===== config.mk =====
export PLATFORM = sky130hd
export DESIGN_NAME = pow2_stream_averager_flat
export DESIGN_NICKNAME = d
export VERILOG_FILES = /design/src/rtl/pow2_stream_averager_pkg.sv /design/src/rtl/pow2_stream_averager_if.sv /design/src/rtl/pow2_stream_averager_decode.sv /design/src/rtl/pow2_stream_averager.sv /design/src/flat_wrapper.sv
export SDC_FILE = /design/constraint.sdc
export NUM_CORES = 1
export LEC_CHECK = 0
export CORE_ASPECT_RATIO = 1.75
export CORE_UTILIZATION = 30
export DETAILED_ROUTE_END_ITERATION = 8
export PLACE_DENSITY = 0.43
export SYNTH_ARGS = -nofsm -noshare
export SYNTH_HDL_FRONTEND = slang
export SYNTH_SLANG_ARGS = --single-unit

===== constraint.sdc =====
create_clock -name aclk -period 9.3 [get_ports aclk]
set_clock_uncertainty 0.05 [all_clocks]
set_input_delay 2.325 -clock aclk [delete_from_list [all_inputs] [get_ports aclk]]
set_output_delay 2.325 -clock aclk [all_outputs]
set_load 0.01 [all_outputs]

===== src/rtl/pow2_stream_averager_pkg.sv =====
// pow2_avg_pkg: shared types, widths and helpers for the power-of-two stream averager
package pow2_avg_pkg;
    localparam int DEF_DATA_W    = 14;
    localparam int DEF_MAX_LOG2N = 16;
    localparam int ACC_W         = DEF_DATA_W + DEF_MAX_LOG2N;
    typedef enum logic {ACC, OUT} state_t;
    function automatic int clog2(input int v);
        int r;
        for (r = 0; (1 << r) < v; r++) begin
        end
        return r;
    endfunction
endpackage


===== src/rtl/pow2_stream_averager_if.sv =====
// pow2_stream_averager_if: valid/ready stream bundle used on both sides of the averager
interface pow2_stream_averager_if #(parameter int W = 14);
    logic [W-1:0] tdata;
    logic         tvalid;
    logic         tready;
    modport master(output tdata, output tvalid, input tready);
    modport slave(input tdata, input tvalid, output tready);
endinterface


===== src/rtl/pow2_stream_averager_decode.sv =====
// pow2_decode: clamps the requested log2 frame length and expands it to 2^k
module pow2_decode
    import pow2_avg_pkg::*;
#(
    parameter int LOG2N_W   = 8,
    parameter int MAX_LOG2N = DEF_MAX_LOG2N,
    parameter int K_W       = 5
) (
    input  logic [LOG2N_W-1:0] log2n,
    output logic [K_W-1:0]     k,
    output logic [31:0]        n
);
    assign k = log2n > LOG2N_W'(MAX_LOG2N) ? K_W'(MAX_LOG2N) : K_W'(log2n);
    assign n = 32'd1 << k;
endmodule


===== src/rtl/pow2_stream_averager.sv =====
// pow2_stream_averager: accumulates 2^k signed samples and emits their (rounded) mean
module pow2_stream_averager
    import pow2_avg_pkg::*;
#(
    parameter int DATA_W    = DEF_DATA_W,
    parameter int MAX_LOG2N = DEF_MAX_LOG2N,
    parameter int LOG2N_W   = 8,
    parameter int ROUND     = 1
) (
    input  logic                   aclk,
    input  logic                   aresetn,
    input  logic [LOG2N_W-1:0]     log2n,
    pow2_stream_averager_if.slave  s_axis,
    pow2_stream_averager_if.master m_axis,
    output logic [31:0]            n_samples,
    output logic                   frame_busy
);
    localparam int AW    = DATA_W + MAX_LOG2N;
    localparam int K_W   = clog2(MAX_LOG2N + 1) > 0 ? clog2(MAX_LOG2N + 1) : 1;
    localparam int CNT_W = MAX_LOG2N > 0 ? MAX_LOG2N : 1;

    state_t                  state;
    logic [CNT_W-1:0]        cnt;
    logic signed [AW-1:0]    acc;
    logic [K_W-1:0]          k_dec, k_q, k_eff;
    logic [31:0]             n_dec, n_q, n_eff;
    logic                    last, accept, mv;
    logic [DATA_W-1:0]       md, res;
    logic signed [AW-1:0]    sum, rnd, rsum;

    pow2_decode #(.LOG2N_W(LOG2N_W), .MAX_LOG2N(MAX_LOG2N), .K_W(K_W)) u_decode (
        .log2n(log2n),
        .k    (k_dec),
        .n    (n_dec)
    );

    assign s_axis.tready = aresetn && state == ACC;
    assign accept        = s_axis.tvalid && s_axis.tready;
    assign m_axis.tdata  = md;
    assign m_axis.tvalid = mv;
    assign n_samples     = n_q;
    assign frame_busy    = cnt != '0;

    // The first sample of a frame uses the live decode; later samples use the latched k
    always_comb begin
        k_eff = cnt == '0 ? k_dec : k_q;
        n_eff = cnt == '0 ? n_dec : n_q;
        last  = 32'(cnt) == n_eff - 32'd1;
        sum   = acc + {{MAX_LOG2N{s_axis.tdata[DATA_W-1]}}, s_axis.tdata};
        rnd   = (ROUND != 0 && k_eff != '0) ? AW'(1) << (k_eff - K_W'(1)) : '0;
        rsum  = sum + rnd;
        res   = DATA_W'(rsum >>> k_eff);
    end

    // Frame accumulation and output handshake
    always_ff @(posedge aclk) begin
        if (!aresetn) begin
            state <= ACC;
            cnt   <= '0;
            acc   <= '0;
            mv    <= 1'b0;
            md    <= '0;
            k_q   <= '0;
            n_q   <= 32'd1;
        end else if (state == ACC) begin
            if (accept) begin
                if (cnt == '0) begin
                    k_q <= k_dec;
                    n_q <= n_dec;
                end
                if (last) begin
                    acc   <= '0;
                    cnt   <= '0;
                    md    <= res;
                    mv    <= 1'b1;
                    state <= OUT;
                end else begin
                    acc <= sum;
                    cnt <= cnt + CNT_W'(1);
                end
            end
        end else if (m_axis.tready) begin
            mv    <= 1'b0;
            state <= ACC;
        end
    end
endmodule

===== src/flat_wrapper.sv =====
// flat-port wrapper written by rule: the top's interface ports become plain ports
module pow2_stream_averager_flat import pow2_avg_pkg::*;
#(
    parameter int DATA_W    = DEF_DATA_W,
    parameter int MAX_LOG2N = DEF_MAX_LOG2N,
    parameter int LOG2N_W   = 8,
    parameter int ROUND     = 1
)
  (aclk, aresetn, log2n, n_samples, frame_busy, s_axis_tdata, s_axis_tvalid, s_axis_tready, m_axis_tdata, m_axis_tvalid, m_axis_tready);
  pow2_stream_averager_if s_axis_i ();
  pow2_stream_averager_if m_axis_i ();
  input  logic aclk;
  input  logic aresetn;
  input  logic [LOG2N_W-1:0] log2n;
  output logic [31:0] n_samples;
  output logic frame_busy;
  input wire logic [$bits(s_axis_i.tdata)-1:0] s_axis_tdata;
  input wire logic [$bits(s_axis_i.tvalid)-1:0] s_axis_tvalid;
  output wire logic [$bits(s_axis_i.tready)-1:0] s_axis_tready;
  output wire logic [$bits(m_axis_i.tdata)-1:0] m_axis_tdata;
  output wire logic [$bits(m_axis_i.tvalid)-1:0] m_axis_tvalid;
  input wire logic [$bits(m_axis_i.tready)-1:0] m_axis_tready;
  assign s_axis_i.tdata = s_axis_tdata;
  assign s_axis_i.tvalid = s_axis_tvalid;
  assign s_axis_tready = s_axis_i.tready;
  assign m_axis_tdata = m_axis_i.tdata;
  assign m_axis_tvalid = m_axis_i.tvalid;
  assign m_axis_i.tready = m_axis_tready;
  pow2_stream_averager #(.DATA_W(DATA_W), .MAX_LOG2N(MAX_LOG2N), .LOG2N_W(LOG2N_W), .ROUND(ROUND)) u_core (.aclk(aclk), .aresetn(aresetn), .log2n(log2n), .s_axis(s_axis_i), .m_axis(m_axis_i), .n_samples(n_samples), .frame_busy(frame_busy));
endmodule

==> impl_metrics.json <==
{
  "gp_congestion": 0.896,
  "drtIter0Drc": 646,
  "critPathTopFamily": "compound AO/OA/AOI/OAI gates",
  "p_clk_frac": 0.179,
  "ys_warn_count": 0,
  "cts_sinks": 99,
  "netlist_instances": 1358,
  "wl_met2_mm": 22.7,
  "final_layout_size_suffix_gt1_frac": 0.0655,
  "post-cts-setup-buffer-count": 0,
  "vias_per_cell": 5.81,
  "synthArstFlopShare": 0,
  "die-height_um": 244,
  "cp_max_fo": 17,
  "status": "complete, no violations",
  "numCtsBuffers": 9,
  "seq_area_mm2": 0.00198,
  "max_cap_violations": 0,
  "vias": 10519,
  "synth-edff-count": 0,
  "critPathKind": "input pin to flip-flop",
  "critPathRequiredTime_ns": 9.57,
  "p_sw_frac": 0.480,
  "yosysUniqueCellTypes": 89,
  "io_pins": 75,
  "netlist_area_mm2": 0.0101,
  "peakVddDrop_v": 0.000111,
  "ant_nets": 0,
  "dr_wl_met3_mm": 1.29,
  "htree_levels": 3,
  "io_buffer_count": 74,
  "cts-hold-fix-buffers": 0,
  "crit_arrival_ns": 8.90,
  "synth_nets": 1447,
  "setup_slack_ns": 0.666,
  "top_layer_used": "met4",
  "syn_area_per_cell_um2": 7.40,
  "hp-class": "flip-flop to flip-flop",
  "stdcell_count": 1810,
  "worst_slew_pin_slew_ns": 1.13,
  "final_core_util": 0.350,
  "p_leak_nw": 4.59,
  "fin_crit_sh": 0.928,
  "drv_slew": 0,
  "dp.cells": 1794,
  "crit_buf_inv": 1,
  "power.internal_w": 0.00116,
  "multi_input_area_mm2": 0.00762,
  "slew_headroom": 0.245,
  "placed_area_mm2": 0.0112,
  "whs_ns": 0.409,
  "grt_antenna_before_repair": 0,
  "grt_pass1_wl_mm": 61.7,
  "fin_area_mm2": 0.0115,
  "seq_power_share": 0.216,
  "drc_errors": 0,
  "wl_mm": 39.9,
  "core_area_mm2": 0.0329,
  "setup-violations-final": 0,
  "start_kind": "input pin",
  "switchingPower_w": 0.00107,
  "areaGrowthSynthToFinish_pct": 14.6,
  "critPathSlowestCell": "dlymetal6s2s_1",
  "cts_root_buffer": "clkbuf_16",
  "clk_pin_slew_ns": 0.08,
  "dr.pass1.iters": 6,
  "die_area_mm2": 0.0343,
  "grt_usage": 0.237,
  "grt_max_degree": 52,
  "fmax_mhz": 116,
  "die_w_um": 140,
  "clock_path_buffers": 2,
  "endpoint_kind": "flip-flop",
  "drt-met1-wl_mm": 13.7,
  "combPwrFrac": 0.606,
  "fin_nets": 1489,
  "clk_latency_ns": 0.39,
  "period_minus_slack_ns": 8.63,
  "hold_violations": 0,
  "synth-main-ff-cell": "dfxtp_1",
  "rows": 88,
  "hpwl_mm": 31.5,
  "powerDensity_mw_per_mm2": 193,
  "crit_chain": "dlymetal6s2s_1 -> ha_1 -> a21o_1 -> a21oi_1 -> nand3b_1 -> a211oi_1 -> nor2_1 -> a21o_1 -> a21oi_1 -> xnor2_1 -> ha_1 -> a21oi_1 -> o21ai_0 -> a2111o_1 -> o21bai_1 -> mux2i_1 -> o21ai_0 -> a222oi_1 -> mux2i_1 -> a211oi_1 -> a211oi_1 -> mux2i_1",
  "diodes": 0,
  "grt_pass1_vias": 10574,
  "ys_ff_latch": 99,
  "yosysSeqAreaShare": 0.197,
  "cts_tree": "built",
  "overflow": 0,
  "slowest_delay_ns": 0.62,
  "place_ws_ns": -0.110,
  "start_util": 0.305,
  "routedWlPerCell_um": 22.0,
  "grt_setup_unrepaired": "no",
  "fillCellCount": 3568
}
through the flow:
| stage | setup TNS [ns] | total power [W] |
|---|---|---|
| floorplan | 0 | 0.00145 |
| global placement | -0.277 | 0.00183 |
| detailed placement | -0.357 | 0.00183 |
| CTS | 0 | 0.00225 |
| global route | 0 | 0.00240 |
| finish | 0 | 0.00223 |
power groups by stage:
| stage | Clock, W | Sequential (W) | Combinational [W] |
|---|---|---|---|
| after global placement | 0 | 0.000489 | 0.00135 |
| final | 0.000398 | 0.000480 | 0.00135 |
| after detailed placement | 0 | 0.000490 | 0.00134 |
| after CTS | 0.000420 | 0.000480 | 0.00135 |
| after floorplan | 0 | 0.000484 | 0.000968 |
| after global routing | 0.000437 | 0.000484 | 0.00148 |
repair_timing:
item / CTS / global route
hold endpoints to repair: 0 / 0
endpoints found under the setup margin: 0 / 3
resized for setup: 0 / 1
area by class of cell:
type	instances	share of cell area
tap	405	0.0440
clock buffer	10	0.0199
sequential	99	0.172
timing repair buffer	113	0.0895
clock inverter	6	0.00467
inverter	25	0.00815
multi-input combinational	1152	0.662
final timing paths:
path / from / to / slack [ns] / depth (start not counted)
setup reg to reg: u_core.cnt[10]$_SDFFE_PN0P_ / u_core.m_axis.tdata[0]$_SDFFE_PN0P_ / 2.32 / 22
setup / recovery: s_axis_tdata[13] / u_core.m_axis.tdata[0]$_SDFFE_PN0P_ / 0.67 / 22
hold / removal: u_core.m_axis.tdata[1]$_SDFFE_PN0P_ / u_core.m_axis.tdata[1]$_SDFFE_PN0P_ / 0.41 / 2
hold reg to reg: u_core.m_axis.tdata[1]$_SDFFE_PN0P_ / u_core.m_axis.tdata[1]$_SDFFE_PN0P_ / 0.41 / 2
synth_stat cells (all sizes together), types with 19 or more instances:
| cell type | n | area, µm² |
|---|---|---|
| xnor2 | 45 | 394 |
| or3 | 20 | 125 |
| mux2i | 38 | 384 |
| nor2 | 134 | 505 |
| inv | 25 | 93.8 |
| a22o | 31 | 272 |
| and3 | 28 | 175 |
| a31oi | 19 | 119 |
| o21ai | 77 | 385 |
| dfxtp | 99 | 1980 |
| buf | 26 | 158 |
| a211oi | 26 | 200 |
| a21oi | 91 | 455 |
| nor3 | 46 | 230 |
| ha | 61 | 763 |
| xor2 | 30 | 263 |
| nand2 | 136 | 513 |
| o211ai | 22 | 165 |
| a21o | 29 | 218 |
| clkbuf | 56 | 210 |
| nand3 | 61 | 305 |
kinds of logic (layout without fill, tap and decap cells):
family / after synthesis / count (layout) / share of synthesized area
XOR/XNOR: 75 / 75 / 0.0654
flip-flops: 99 / 99 / 0.197
AND/OR/NAND/NOR: 555 / 555 / 0.283
AO/OA/AOI/OAI: 414 / 414 / 0.282
buffers and inverters: 107 / 154 / 0.0459
multiplexers: 45 / 45 / 0.0461
adder cells (fa/ha/maj): 63 / 63 / 0.0799
layout by cell type, fill, tap and decap left out, types with 7 or more instances in the layout:
cell type,n
nor4_1,13
a21o_1,29
and4_1,7
mux2_2,7
a211oi_1,25
xor2_1,30
nor3_1,46
inv_1,24
o21ai_0,71
nand4_1,17
nor3b_1,8
or4_1,8
o21bai_1,9
o21a_1,17
mux2i_1,37
o221ai_1,7
dfxtp_1,99
a22o_1,31
xnor2_1,45
o211ai_1,22
a22oi_1,9
nor2b_1,16
clkdlybuf4s50_1,72
nand3_1,61
buf_4,39
clkbuf_16,9
nand2b_1,13
nand2_1,135
or3_1,20
a21oi_1,91
and2_1,13
ha_1,61
a31oi_1,19
nor2_1,132
and3_1,28
worst reg2reg max path, delay by kind of cell, from the launching register on:
kind	cells	cell delay (ns)
adders and majority gates	1	0.30
muxes	3	0.68
DFF	1	0.40
and+or+nand+nor	8	2.63
buffers and inverters	2	0.46
AOI/OAI and AO/OA	8	2.42
layer usage:
metal,GRT usage,vias to the layer above
met5,0,-
met4,0.132,0
met3,0.0296,85
met2,0.485,266
met1,0.221,4988
li1,-,5180
state kept, by name (all words and copies together) (netlist names):
| register | cells |
|---|---|
| u_core.m_axis.tdata | 14 |
| u_core.n_samples | 32 |
| u_core.cnt | 16 |
| u_core.k_q | 5 |
| u_core.acc | 30 |
| u_core.state | 1 |
| u_core.m_axis.tvalid | 1 |
Note: power is estimated with default switching activity, not from simulation.
